File: config.mk
export PLATFORM = sky130hd
export DESIGN_NAME = control_sequencer
export DESIGN_NICKNAME = d
export VERILOG_FILES = /design/src/rtl/src_ctrl_pkg.sv /design/src/rtl/control_sequencer_decode.sv /design/src/rtl/control_sequencer.sv
export SDC_FILE = /design/constraint.sdc
export NUM_CORES = 1
export LEC_CHECK = 0
export CORE_ASPECT_RATIO = 1.25
export CORE_UTILIZATION = 30
export DETAILED_ROUTE_END_ITERATION = 6
export PLACE_DENSITY = 0.65
export SLEW_MARGIN = 20
export SYNTH_ARGS = -nofsm -noshare
export SYNTH_HDL_FRONTEND = slang
export SYNTH_SLANG_ARGS = --single-unit
export TNS_END_PERCENT = 5
File: constraint.sdc
create_clock -name clock -period 3.4 [get_ports clock]
set_clock_uncertainty 0.2 [all_clocks]
set_input_delay 0.68 -clock clock [delete_from_list [all_inputs] [get_ports clock]]
set_output_delay 0.68 -clock clock [all_outputs]
set_load 0.01 [all_outputs]
File: src/rtl/src_ctrl_pkg.sv
// Mini-SRC control unit shared types:
// opcodes, FSM states, instruction classes, strobe bundle.
package src_ctrl_pkg;

   localparam logic [4:0] OP_LD   = 5'b00000;
   localparam logic [4:0] OP_LDI  = 5'b00001;
   localparam logic [4:0] OP_ST   = 5'b00010;
   localparam logic [4:0] OP_ADD  = 5'b00011;
   localparam logic [4:0] OP_SUB  = 5'b00100;
   localparam logic [4:0] OP_AND  = 5'b00101;
   localparam logic [4:0] OP_OR   = 5'b00110;
   localparam logic [4:0] OP_ROR  = 5'b00111;
   localparam logic [4:0] OP_ROL  = 5'b01000;
   localparam logic [4:0] OP_SHR  = 5'b01001;
   localparam logic [4:0] OP_SHRA = 5'b01010;
   localparam logic [4:0] OP_SHL  = 5'b01011;
   localparam logic [4:0] OP_ADDI = 5'b01100;
   localparam logic [4:0] OP_ANDI = 5'b01101;
   localparam logic [4:0] OP_ORI  = 5'b01110;
   localparam logic [4:0] OP_MUL  = 5'b01111;
   localparam logic [4:0] OP_DIV  = 5'b10000;
   localparam logic [4:0] OP_NEG  = 5'b10001;
   localparam logic [4:0] OP_NOT  = 5'b10010;
   localparam logic [4:0] OP_MFHI = 5'b11000;
   localparam logic [4:0] OP_MFLO = 5'b11001;
   localparam logic [4:0] OP_NOP  = 5'b11010;
   localparam logic [4:0] OP_HALT = 5'b11011;

   localparam logic [4:0] ALU_ADD  = 5'b00011;
   localparam logic [4:0] ALU_NONE = 5'b00000;

   typedef enum logic [3:0] {
      S_RST, S_T0, S_T1, S_T2, S_T3,
      S_T4, S_T5, S_T6, S_T7, S_HALTED
   } state_t;

   typedef enum logic [3:0] {
      C_LD, C_LDI, C_ST, C_RFMT, C_IMM,
      C_UNARY, C_MULDIV, C_MFHI, C_MFLO,
      C_NOP, C_HALT, C_ILL
   } iclass_t;

   typedef struct packed {
      logic       pc_out;
      logic       zhigh_out;
      logic       zlow_out;
      logic       mdr_out;
      logic       hi_out;
      logic       lo_out;
      logic       ba_out;
      logic       c_out;
      logic       mar_in;
      logic       pc_in;
      logic       mdr_in;
      logic       ir_in;
      logic       y_in;
      logic       hi_in;
      logic       lo_in;
      logic       zhigh_in;
      logic       zlow_in;
      logic       gra;
      logic       grb;
      logic       grc;
      logic       r_in;
      logic       r_out;
      logic       inc_pc;
      logic       read;
      logic       write;
      logic [4:0] alu_op;
      logic       run;
      logic       illegal;
   } ctrl_t;

   function automatic iclass_t op_class(input logic [4:0] op);
      iclass_t c;
      case (op)
         OP_LD:   c = C_LD;
         OP_LDI:  c = C_LDI;
         OP_ST:   c = C_ST;
         OP_ADD, OP_SUB, OP_AND, OP_OR, OP_ROR,
         OP_ROL, OP_SHR, OP_SHRA, OP_SHL:
                  c = C_RFMT;
         OP_ADDI, OP_ANDI, OP_ORI:
                  c = C_IMM;
         OP_MUL, OP_DIV:
                  c = C_MULDIV;
         OP_NEG, OP_NOT:
                  c = C_UNARY;
         OP_MFHI: c = C_MFHI;
         OP_MFLO: c = C_MFLO;
         OP_NOP:  c = C_NOP;
         OP_HALT: c = C_HALT;
         default: c = C_ILL;
      endcase
      return c;
   endfunction

endpackage

File: src/rtl/control_sequencer_decode.sv
// Moore output decode: FSM state plus opcode
// to the full datapath strobe bundle.
module ctrl_decode
   import src_ctrl_pkg::*;
(
   input  state_t     state,
   input  logic [4:0] opcode,
   output ctrl_t      ctrl
);

   iclass_t cls;

   assign cls = op_class(opcode);

   // strobes per state; anything not named stays 0
   always_comb begin
      ctrl     = '0;
      ctrl.run = 1'b1;
      unique case (state)
         S_RST: ;
         S_T0: begin
            ctrl.pc_out  = 1'b1;
            ctrl.mar_in  = 1'b1;
            ctrl.inc_pc  = 1'b1;
            ctrl.zlow_in = 1'b1;
         end
         S_T1: begin
            ctrl.zlow_out = 1'b1;
            ctrl.pc_in    = 1'b1;
            ctrl.read     = 1'b1;
            ctrl.mdr_in   = 1'b1;
         end
         S_T2: begin
            ctrl.mdr_out = 1'b1;
            ctrl.ir_in   = 1'b1;
         end
         S_T3: begin
            case (cls)
               C_RFMT, C_IMM: begin
                  ctrl.grb   = 1'b1;
                  ctrl.r_out = 1'b1;
                  ctrl.y_in  = 1'b1;
               end
               C_UNARY: begin
                  ctrl.grb     = 1'b1;
                  ctrl.r_out   = 1'b1;
                  ctrl.zlow_in = 1'b1;
                  ctrl.alu_op  = opcode;
               end
               C_MULDIV: begin
                  ctrl.gra   = 1'b1;
                  ctrl.r_out = 1'b1;
                  ctrl.y_in  = 1'b1;
               end
               C_MFHI: begin
                  ctrl.hi_out = 1'b1;
                  ctrl.gra    = 1'b1;
                  ctrl.r_in   = 1'b1;
               end
               C_MFLO: begin
                  ctrl.lo_out = 1'b1;
                  ctrl.gra    = 1'b1;
                  ctrl.r_in   = 1'b1;
               end
               C_LD, C_LDI, C_ST: begin
                  ctrl.grb    = 1'b1;
                  ctrl.ba_out = 1'b1;
                  ctrl.y_in   = 1'b1;
               end
               C_ILL: ctrl.illegal = 1'b1;
               default: ;
            endcase
         end
         S_T4: begin
            case (cls)
               C_RFMT: begin
                  ctrl.grc     = 1'b1;
                  ctrl.r_out   = 1'b1;
                  ctrl.zlow_in = 1'b1;
                  ctrl.alu_op  = opcode;
               end
               C_IMM: begin
                  ctrl.c_out   = 1'b1;
                  ctrl.zlow_in = 1'b1;
                  ctrl.alu_op  = opcode;
               end
               C_UNARY: begin
                  ctrl.zlow_out = 1'b1;
                  ctrl.gra      = 1'b1;
                  ctrl.r_in     = 1'b1;
               end
               C_MULDIV: begin
                  ctrl.grb      = 1'b1;
                  ctrl.r_out    = 1'b1;
                  ctrl.zhigh_in = 1'b1;
                  ctrl.zlow_in  = 1'b1;
                  ctrl.alu_op   = opcode;
               end
               C_LD, C_LDI, C_ST: begin
                  ctrl.c_out   = 1'b1;
                  ctrl.zlow_in = 1'b1;
                  ctrl.alu_op  = ALU_ADD;
               end
               default: ;
            endcase
         end
         S_T5: begin
            case (cls)
               C_RFMT, C_IMM, C_LDI: begin
                  ctrl.zlow_out = 1'b1;
                  ctrl.gra      = 1'b1;
                  ctrl.r_in     = 1'b1;
               end
               C_MULDIV: begin
                  ctrl.zlow_out = 1'b1;
                  ctrl.lo_in    = 1'b1;
               end
               C_LD, C_ST: begin
                  ctrl.zlow_out = 1'b1;
                  ctrl.mar_in   = 1'b1;
               end
               default: ;
            endcase
         end
         S_T6: begin
            case (cls)
               C_MULDIV: begin
                  ctrl.zhigh_out = 1'b1;
                  ctrl.hi_in     = 1'b1;
               end
               C_LD: begin
                  ctrl.read   = 1'b1;
                  ctrl.mdr_in = 1'b1;
               end
               C_ST: begin
                  ctrl.gra    = 1'b1;
                  ctrl.r_out  = 1'b1;
                  ctrl.mdr_in = 1'b1;
               end
               default: ;
            endcase
         end
         S_T7: begin
            case (cls)
               C_LD: begin
                  ctrl.mdr_out = 1'b1;
                  ctrl.gra     = 1'b1;
                  ctrl.r_in    = 1'b1;
               end
               C_ST: ctrl.write = 1'b1;
               default: ;
            endcase
         end
         S_HALTED: ctrl.run = 1'b0;
         default: ;
      endcase
   end

endmodule

File: src/rtl/control_sequencer.sv
// Hardwired Mini-SRC control unit: state register,
// memory wait counter and T-state sequencing.
module control_sequencer
   import src_ctrl_pkg::*;
#(
   parameter int MEM_LATENCY = 1,
   parameter int CNT_W       = 4
) (
   input  logic        clock,
   input  logic        clear,
   input  logic [31:0] ir,
   output logic        PCout,
   output logic        Zhighout,
   output logic        Zlowout,
   output logic        MDRout,
   output logic        HIout,
   output logic        LOout,
   output logic        BAout,
   output logic        Cout,
   output logic        MARin,
   output logic        PCin,
   output logic        MDRin,
   output logic        IRin,
   output logic        Yin,
   output logic        HIin,
   output logic        LOin,
   output logic        Zhighin,
   output logic        Zlowin,
   output logic        Gra,
   output logic        Grb,
   output logic        Grc,
   output logic        Rin,
   output logic        Rout,
   output logic        IncPC,
   output logic        Read,
   output logic        Write,
   output logic [4:0]  alu_op,
   output logic        run,
   output logic        illegal
);

   localparam logic [CNT_W-1:0] CNT_LAST =
      CNT_W'(MEM_LATENCY - 1);

   state_t           state_q, state_d;
   logic [CNT_W-1:0] cnt_q, cnt_d;
   logic [4:0]       opcode;
   iclass_t          cls;
   logic             mem_done;
   ctrl_t            ctrl;
   logic             unused_ir;

   assign opcode    = ir[31:27];
   assign unused_ir = ^ir[26:0];
   assign cls       = op_class(opcode);
   assign mem_done  = (cnt_q == CNT_LAST);

   // next state; counter counts only while a memory
   // state is held and is 0 on entry to any state
   always_comb begin
      state_d = state_q;
      cnt_d   = '0;
      unique case (state_q)
         S_RST: state_d = S_T0;
         S_T0:  state_d = S_T1;
         S_T1: begin
            if (mem_done) state_d = S_T2;
            else cnt_d = cnt_q + CNT_W'(1);
         end
         S_T2:  state_d = S_T3;
         S_T3: begin
            case (cls)
               C_NOP, C_MFHI, C_MFLO, C_ILL:
                  state_d = S_T0;
               C_HALT:  state_d = S_HALTED;
               default: state_d = S_T4;
            endcase
         end
         S_T4: begin
            if (cls == C_UNARY) state_d = S_T0;
            else state_d = S_T5;
         end
         S_T5: begin
            case (cls)
               C_LD, C_ST, C_MULDIV: state_d = S_T6;
               default:              state_d = S_T0;
            endcase
         end
         S_T6: begin
            case (cls)
               C_LD: begin
                  if (mem_done) state_d = S_T7;
                  else cnt_d = cnt_q + CNT_W'(1);
               end
               C_ST:    state_d = S_T7;
               default: state_d = S_T0;
            endcase
         end
         S_T7: begin
            if (cls == C_ST && !mem_done)
               cnt_d = cnt_q + CNT_W'(1);
            else
               state_d = S_T0;
         end
         S_HALTED: state_d = S_HALTED;
         default:  state_d = S_RST;
      endcase
   end

   // state and wait counter; clear wins from any state
   always_ff @(posedge clock) begin
      if (clear) begin
         state_q <= S_RST;
         cnt_q   <= '0;
      end else begin
         state_q <= state_d;
         cnt_q   <= cnt_d;
      end
   end

   ctrl_decode u_decode (
      .state  (state_q),
      .opcode (opcode),
      .ctrl   (ctrl)
   );

   assign PCout    = ctrl.pc_out;
   assign Zhighout = ctrl.zhigh_out;
   assign Zlowout  = ctrl.zlow_out;
   assign MDRout   = ctrl.mdr_out;
   assign HIout    = ctrl.hi_out;
   assign LOout    = ctrl.lo_out;
   assign BAout    = ctrl.ba_out;
   assign Cout     = ctrl.c_out;
   assign MARin    = ctrl.mar_in;
   assign PCin     = ctrl.pc_in;
   assign MDRin    = ctrl.mdr_in;
   assign IRin     = ctrl.ir_in;
   assign Yin      = ctrl.y_in;
   assign HIin     = ctrl.hi_in;
   assign LOin     = ctrl.lo_in;
   assign Zhighin  = ctrl.zhigh_in;
   assign Zlowin   = ctrl.zlow_in;
   assign Gra      = ctrl.gra;
   assign Grb      = ctrl.grb;
   assign Grc      = ctrl.grc;
   assign Rin      = ctrl.r_in;
   assign Rout     = ctrl.r_out;
   assign IncPC    = ctrl.inc_pc;
   assign Read     = ctrl.read;
   assign Write    = ctrl.write;
   assign alu_op   = ctrl.alu_op;
   assign run      = ctrl.run;
   assign illegal  = ctrl.illegal;

endmodule
== Word level (Yosys, flattened, before mapping) ==
Memory sizes are Yosys's and may differ from the RTL's.
Index checks and enable logic that the tools add are counted.

* Memories kept: 2
* ROM bits: 256
* Bits of input ports: 34
* Register bits: 8

{| class="wikitable"
|+ Memory list
! name !! depth !! bits a word !! rd ports !! clocked after memory_dff !! write ports !! RTL line !! RTL
|-
| (no name shown) || 32 || 4 || 1 || 0 || 0 || src_ctrl_pkg.sv:76 || <nowiki>case (op)</nowiki>
|-
| (no name shown) || 32 || 4 || 1 || 0 || 0 || src_ctrl_pkg.sv:76 ||
|}

* Equal/unequal tests: 29
* Add/sub/neg operators: 1
* Mux-type cells: 56
* Reduce and logical (&&, ||, !) cells: 20

{| class="wikitable"
|+ Operators with widths
! operator !! count
|-
| 4-bit by 3-bit equality test with 1-bit output (second input constant) || 11
|-
| 4-bit case mux with 10 select lines || 1
|-
| 4-bit equality test (second input constant) || 8
|-
| 1-bit 2-to-1 mux || 30
|-
| 4-bit 2-to-1 mux || 6
|-
| 4-bit by 2-bit equality test with 1-bit output (second input constant) || 5
|-
| 5-bit case mux with 2 select lines || 2
|-
| 4-bit logical NOT || 4
|-
| 4-bit case mux with 2 select lines || 2
|-
| 3-bit OR reduction || 5
|-
| 4-bit case mux with 3 select lines || 1
|-
| 4-bit OR reduction || 3
|-
| 6-bit OR reduction || 2
|-
| 1-bit case mux with 2 select lines || 5
|-
| 3-bit 2-to-1 mux || 3
|-
| 1-bit case mux with 3 select lines || 3
|-
| 4-bit by 1-bit equality test with 1-bit output (second input constant) || 2
|-
| 2-bit OR reduction || 3
|-
| 5-bit 2-to-1 mux || 1
|-
| 1-bit case mux with 5 select lines || 1
|-
| 4-bit by 1-bit adder with 4-bit output (second input constant) || 1
|-
| 2-bit != test (second input constant) || 2
|-
| 1-bit case mux with 4 select lines || 1
|-
| 3-bit != test (second input constant) || 1
|-
| other kinds (3) || 3
|}

== Logic depth before layout (Yosys ltp) ==
* Depth in word-level cells: 5
* Gate-level depth with buffers: 8
* Depth with buffers taken out: 7

== By module ==
Synthesis repeated with hierarchy kept, for this count alone.

* Cell total of the unflattened synthesis: 217
* Area total of the unflattened synthesis: 1478.9 um2

{| class="wikitable"
|+ By module, submodules not included
! module !! cells an instance !! times used !! area each (um2) !! sequential area each (um2)
|-
| control_sequencer || 96 || 1 || 769.5 || 160.2
|-
| ctrl_decode || 121 || 1 || 709.4 || 0.0
|}

== Least setup slack after synthesis ==
No wires, ideal clock.

* Path kind: input -> output
* From: in ir[27]
* To: out Gra
* Arrival time: 2.140 ns
* Setup slack: 0.380 ns
* Stages: 6
* Data required time: 2.520 ns
* Cell sequence: ha_1 > nor2b_1 > o311ai_1 > o21ai_0 > a221oi_1 > o221ai_1

* Longest elaborated chain between the ends: 5

{| class="wikitable"
|+ Ends and longest elaborated chain
! element !! RTL line !! RTL
|-
| from (decl) || control_sequencer.sv:11 || <nowiki>input logic [31:0] ir,</nowiki>
|-
| memory read 32 x 4 bit (*) || n/a ||
|-
| 4-bit by 2-bit equality test with 1-bit output, or another cell as far along || control_sequencer_decode.sv:108 || <nowiki>case (cls)</nowiki>
|-
| 3-bit OR reduction, on equally long branches || n/a ||
|-
| 1-bit 2-to-1 mux, on equally long branches || control_sequencer_decode.sv:108, control_sequencer_decode.sv:38 ||
|-
| 1-bit case mux with 5 select lines (*) || control_sequencer_decode.sv:19 || <nowiki>unique case (state)</nowiki>
|-
| to (decl) || control_sequencer.sv:29 || <nowiki>output logic Gra,</nowiki>
|}

Every way passes the cells marked *; elsewhere a longest branch is shown, timed or not.

== Worst setup path in the final report ==
* From: in ir[29]
* To: out Cout

* Longest elaborated chain between the ends: 5

{| class="wikitable"
|+ Ends and longest elaborated chain
! element !! RTL line !! RTL
|-
| memory read 32 x 4 bit (*) || n/a ||
|-
| 4-bit by 3-bit equality test with 1-bit output, or another cell as far along || control_sequencer_decode.sv:75 || <nowiki>case (cls)</nowiki>
|-
| 4-bit OR reduction (no source line) (*) || n/a ||
|-
| 1-bit 2-to-1 mux (*) || control_sequencer_decode.sv:75 ||
|-
| 1-bit 2-to-1 mux (*) || control_sequencer_decode.sv:19 ||
|-
| to (decl) || control_sequencer.sv:19 || <nowiki>output logic Cout,</nowiki>
|}

Marks and branches as above.

==> metrics list <==
- The flow ran to the end, but the final reports show violations.
- The checks that failed: design-rule violations, negative setup slack.
- Yosys mapped a number of flops with a built-in enable equal to 0.
* Clock input transition at the sequential cells of the worst setup and hold paths: approximately 0.04 ns
* Number of diodes added for antenna fixing: 0
- Class of the most critical hold timing path: reg -> reg
- Standard cell with the maximum stage delay on the critical path: sky130_fd_sc_hd__or4_4
- For this run, the number of standard cells in the final layout without fillers is roughly 280.
* Data required, critical path: ~2.5 ns
- Critical path, cell by cell: dlygate4sd2_1, or4_4, o211ai_4, buf_8, a21oi_1, o21ai_1, and2_1, clkdlybuf4s50_1
* Vias: between 1000 and 1500
* Synthesis-to-layout area growth: 64.6%
- Dividing the synthesized area by the synthesized cell count gives 7.39 sq um.
- Power Dens Cells: 203 nW/um^2
- Highest cell delay on the worst timing path: ~0.59 ns
- After legalization and detailed placement, the total HPWL measured 3040 um.
- Number of unique standard cell types used by synthesis: 54
- Setup repair after global routing could not meet its margin everywhere.
- The synthesized netlist devotes roughly 4.3% of its cell area to adder and majority cells.
- Cells with a size suffix above 1 make up about two fifths of the layout.
- Leading cell types in the layout, fill and taps excluded: sky130_fd_sc_hd__buf_4, sky130_fd_sc_hd__nor2_1, sky130_fd_sc_hd__dlygate4sd2_1
* Most common cell after layout, fill and taps aside: sky130_fd_sc_hd__buf_4
- Among all flip-flop cells after synthesis, the most frequent one is sky130_fd_sc_hd__dfxtp_1.
- Yosys warnings: 0
- The tool flagged a number of max-cap violations equal to 0.
* Critical path buffer and inverter count: 3
- From bottom edge to top edge, the die measures ~72 um.
- The startpoint identified for the worst hold timing path is cnt_q[0].
* Largest delay share family, worst path: buffers and inverters
- Measured against the total synthesized area, the mux share comes to 0%.
- Die Span X: approximately 58 um
* Max Buffers Root-to-Sink: 2
- Dividing the detail-routed wire length by the instance count gives roughly 14 um.
- The design draws between 0.3 and 0.4 mW.
* Final core area utilization: between 50% and 60%
* Clk_lat worst skew: 0.22 ns
- The worst register-to-register path begins at state_q[2].
- Area of the core region: approximately 3800 sq um
* Placement Setup Slack: -0.623 ns
- Share of the clock period used by the worst path: 107%
* Main combinational cell family by area after synthesis: simple AND/OR/NAND/NOR gates
- I/O pin count: 66
- Post-route minimum period: between 3 and 4 ns
* Max Fanout on Critical Path: 10
* Port-buffer cells: 38
- Gate count after technology mapping: roughly 160
* Filler Cells Inserted: 391
- CTS built an H-tree with a depth of 1.
* Detailed-router iteration count before antenna repair: 7
- Clk root buf: sky130_fd_sc_hd__clkbuf_8
* Post-CTS Hold Fix Bufs: 0
- The first global-routing pass estimated around 6600 um of wire.
* Total die area: 4170 sq um
- Overall routing resource usage: about a fifth
* Synthesis-stage register bit count: 8
* Net count, final: between 200 and 300
- Final WS setup: -0.226 ns
* Crit end category: output pin
* Area fraction in compound gates after synthesis: between 30% and 40%
- The share of the Yosys chip area taken by registers is between 10% and 20%.
* Clk sinks: 8
- Total instance count after detailed placement: 269
* DRT antenna net count: 0
- Syn Std Cell Area: 1170 sq um
* Fmax: between 200 and 300 MHz
- Source of the critical timing path: ir[29]
- Post-detailed-route DRC marker count: 3
* Synth async-reset ratio: 0%
- The initialized floorplan defines 25 standard-cell rows.
* Clock tree from TritonCTS: done
- At the pin with the least slew margin, the transition time is 0.519 ns.
- Entering global routing, the biggest net connects 12 pins.
- Of the total synthesized cell area, the portion taken by XOR and XNOR cells is around 1.5%.
- At the end of routability-driven placement, the weighted congestion stood at between 0.9 and 1.
- Headroom to the max-slew limit: between 60% and 70%
- Initial antenna violation count: 0
* Startpoint type of the worst setup path: primary input
- Max IR drop VDD: approximately 280 uV
- Total congestion overflow: 0
- Leakage power figure: between 0.9 and 1 nW
- Setup violations remaining at the end of the flow were counted as 7.
- For this configuration, the core starts out at a cell density of 31.3%.
* Number of global-route vias before repair: roughly 1400
- The number of pins with negative max-slew slack in the final report was 0.
- The count of endpoints failing hold in the final timing report came to 0.
- Summed over all layers, the routed wires come to approximately 3900 um.
* Simple-gate share of the synthesized area: 40.6%
* Detailed-route vias per instance: between 5 and 6
- Post-Syn Nets: roughly 200
- By startpoint and endpoint, the worst setup path is classified as in -> out.
- STA puts the critical path data arrival time at 2.75 ns.
- Clock buffer count from CTS: 3
* Violation count after the first detailed-route iteration: 30
-- metal layers --
metal / vias to the layer above / GRT usage [%] / part of all wire (%)
li1: 740 / - / -
met1: 712 / 25.4 / 45
met2: 38 / 35.9 / 51
met3: 2 / 1.78 / 3.8
met4: 0 / 1.59 / 0.41
met5: - / 0 / 0
-- worst reg2reg max path, stage by stage (launching register included) --
cell and delay, ns:
sky130_fd_sc_hd__dfxtp_1 0.44, sky130_fd_sc_hd__nor4b_2 0.50, sky130_fd_sc_hd__o311ai_1 0.23, sky130_fd_sc_hd__buf_4 0.19
sky130_fd_sc_hd__a211oi_1 0.25, sky130_fd_sc_hd__nor3_1 0.09, sky130_fd_sc_hd__nor3_1 0.22
-- layout make-up --
| type | instances | area [sq um] | area share [%] |
|---|---|---|---|
| tap | 40 | 50.0 | 2.59 |
| multi-input combinational | 133 | 1000 | 51.9 |
| timing repair buffer | 82 | 644 | 33.3 |
| clock buffer | 3 | 41.3 | 2.13 |
| sequential | 8 | 160 | 8.28 |
| inverter | 9 | 33.8 | 1.75 |
-- what timing repair did --
action / 4_1_cts / 5_1_grt
gates resized for setup: 51 / 32
buffers inserted: 2 / 1
pin swaps: 3 / 3
endpoints found under the setup margin: 27 / 21
-- power by group --
part / internal (mW) / leakage [nW] / switching (mW)
clock: 0.0765 / 0.0216 / 0.0346
sequential: 0.0971 / 0.0650 / 0.00617
combinational: 0.0873 / 0.825 / 0.0900
total: 0.261 / 0.911 / 0.131
-- cells in the mapped netlist, drive strengths merged (2+ instances only) --
cell type	count	share of area, %
nand2b	8	4.9
and3	2	1.1
ha	4	4.3
a21oi	5	2.1
a31oi	4	2.1
nand2	11	3.5
a31o	2	1.5
inv	9	2.9
nor2b	3	1.6
o22ai	3	1.6
o311ai	3	2.9
dfxtp	8	14
o21ai	4	1.7
or4	2	1.9
a211oi	3	2.3
and2	6	3.2
nor3	9	4.3
nor2	19	8.1
nand3	6	2.6
or2	4	2.1
nand3b	3	1.9
a21o	6	3.8
o31ai	4	3.0
o211ai	2	2.4
or3	3	1.6
buf	9	5.5
o31a	3	2.2
-- state kept, by name (all words and copies together) (netlist names) --
signal / flops
state_q: 4
cnt_q: 4
-- metrics by stage --
| step | setup TNS [ns] | hold WS [ns] | instance area (sq um) |
|---|---|---|---|
| global route | -1.70 | 0.298 | 1930 |
| floorplan | 0 | 0.230 | 1170 |
| finish | -0.878 | 0.255 | 1930 |
| CTS | -1.56 | 0.261 | 1930 |
| detailed placement | -13.63 | 0.251 | 1850 |
| global placement | -14.00 | 0.245 | 1850 |
-- cells by family after synthesis --
logic type | after synthesis
AO/OA/AOI/OAI | 47
XOR/XNOR | 2
adder cells (fa/ha/maj) | 4
buffers and inverters | 18
flip-flops | 8
AND/OR/NAND/NOR | 80
-- worst paths after layout --
| path | to | slack [ns] | depth (start not counted) |
|---|---|---|---|
| max | Cout | -0.23 | 8 |
| max reg2reg | state_q[3] | 1.18 | 6 |
| min | cnt_q[0] | 0.26 | 1 |
| min reg2reg | cnt_q[0] | 0.26 | 1 |
Note: power is estimated with default switching activity, not from simulation.
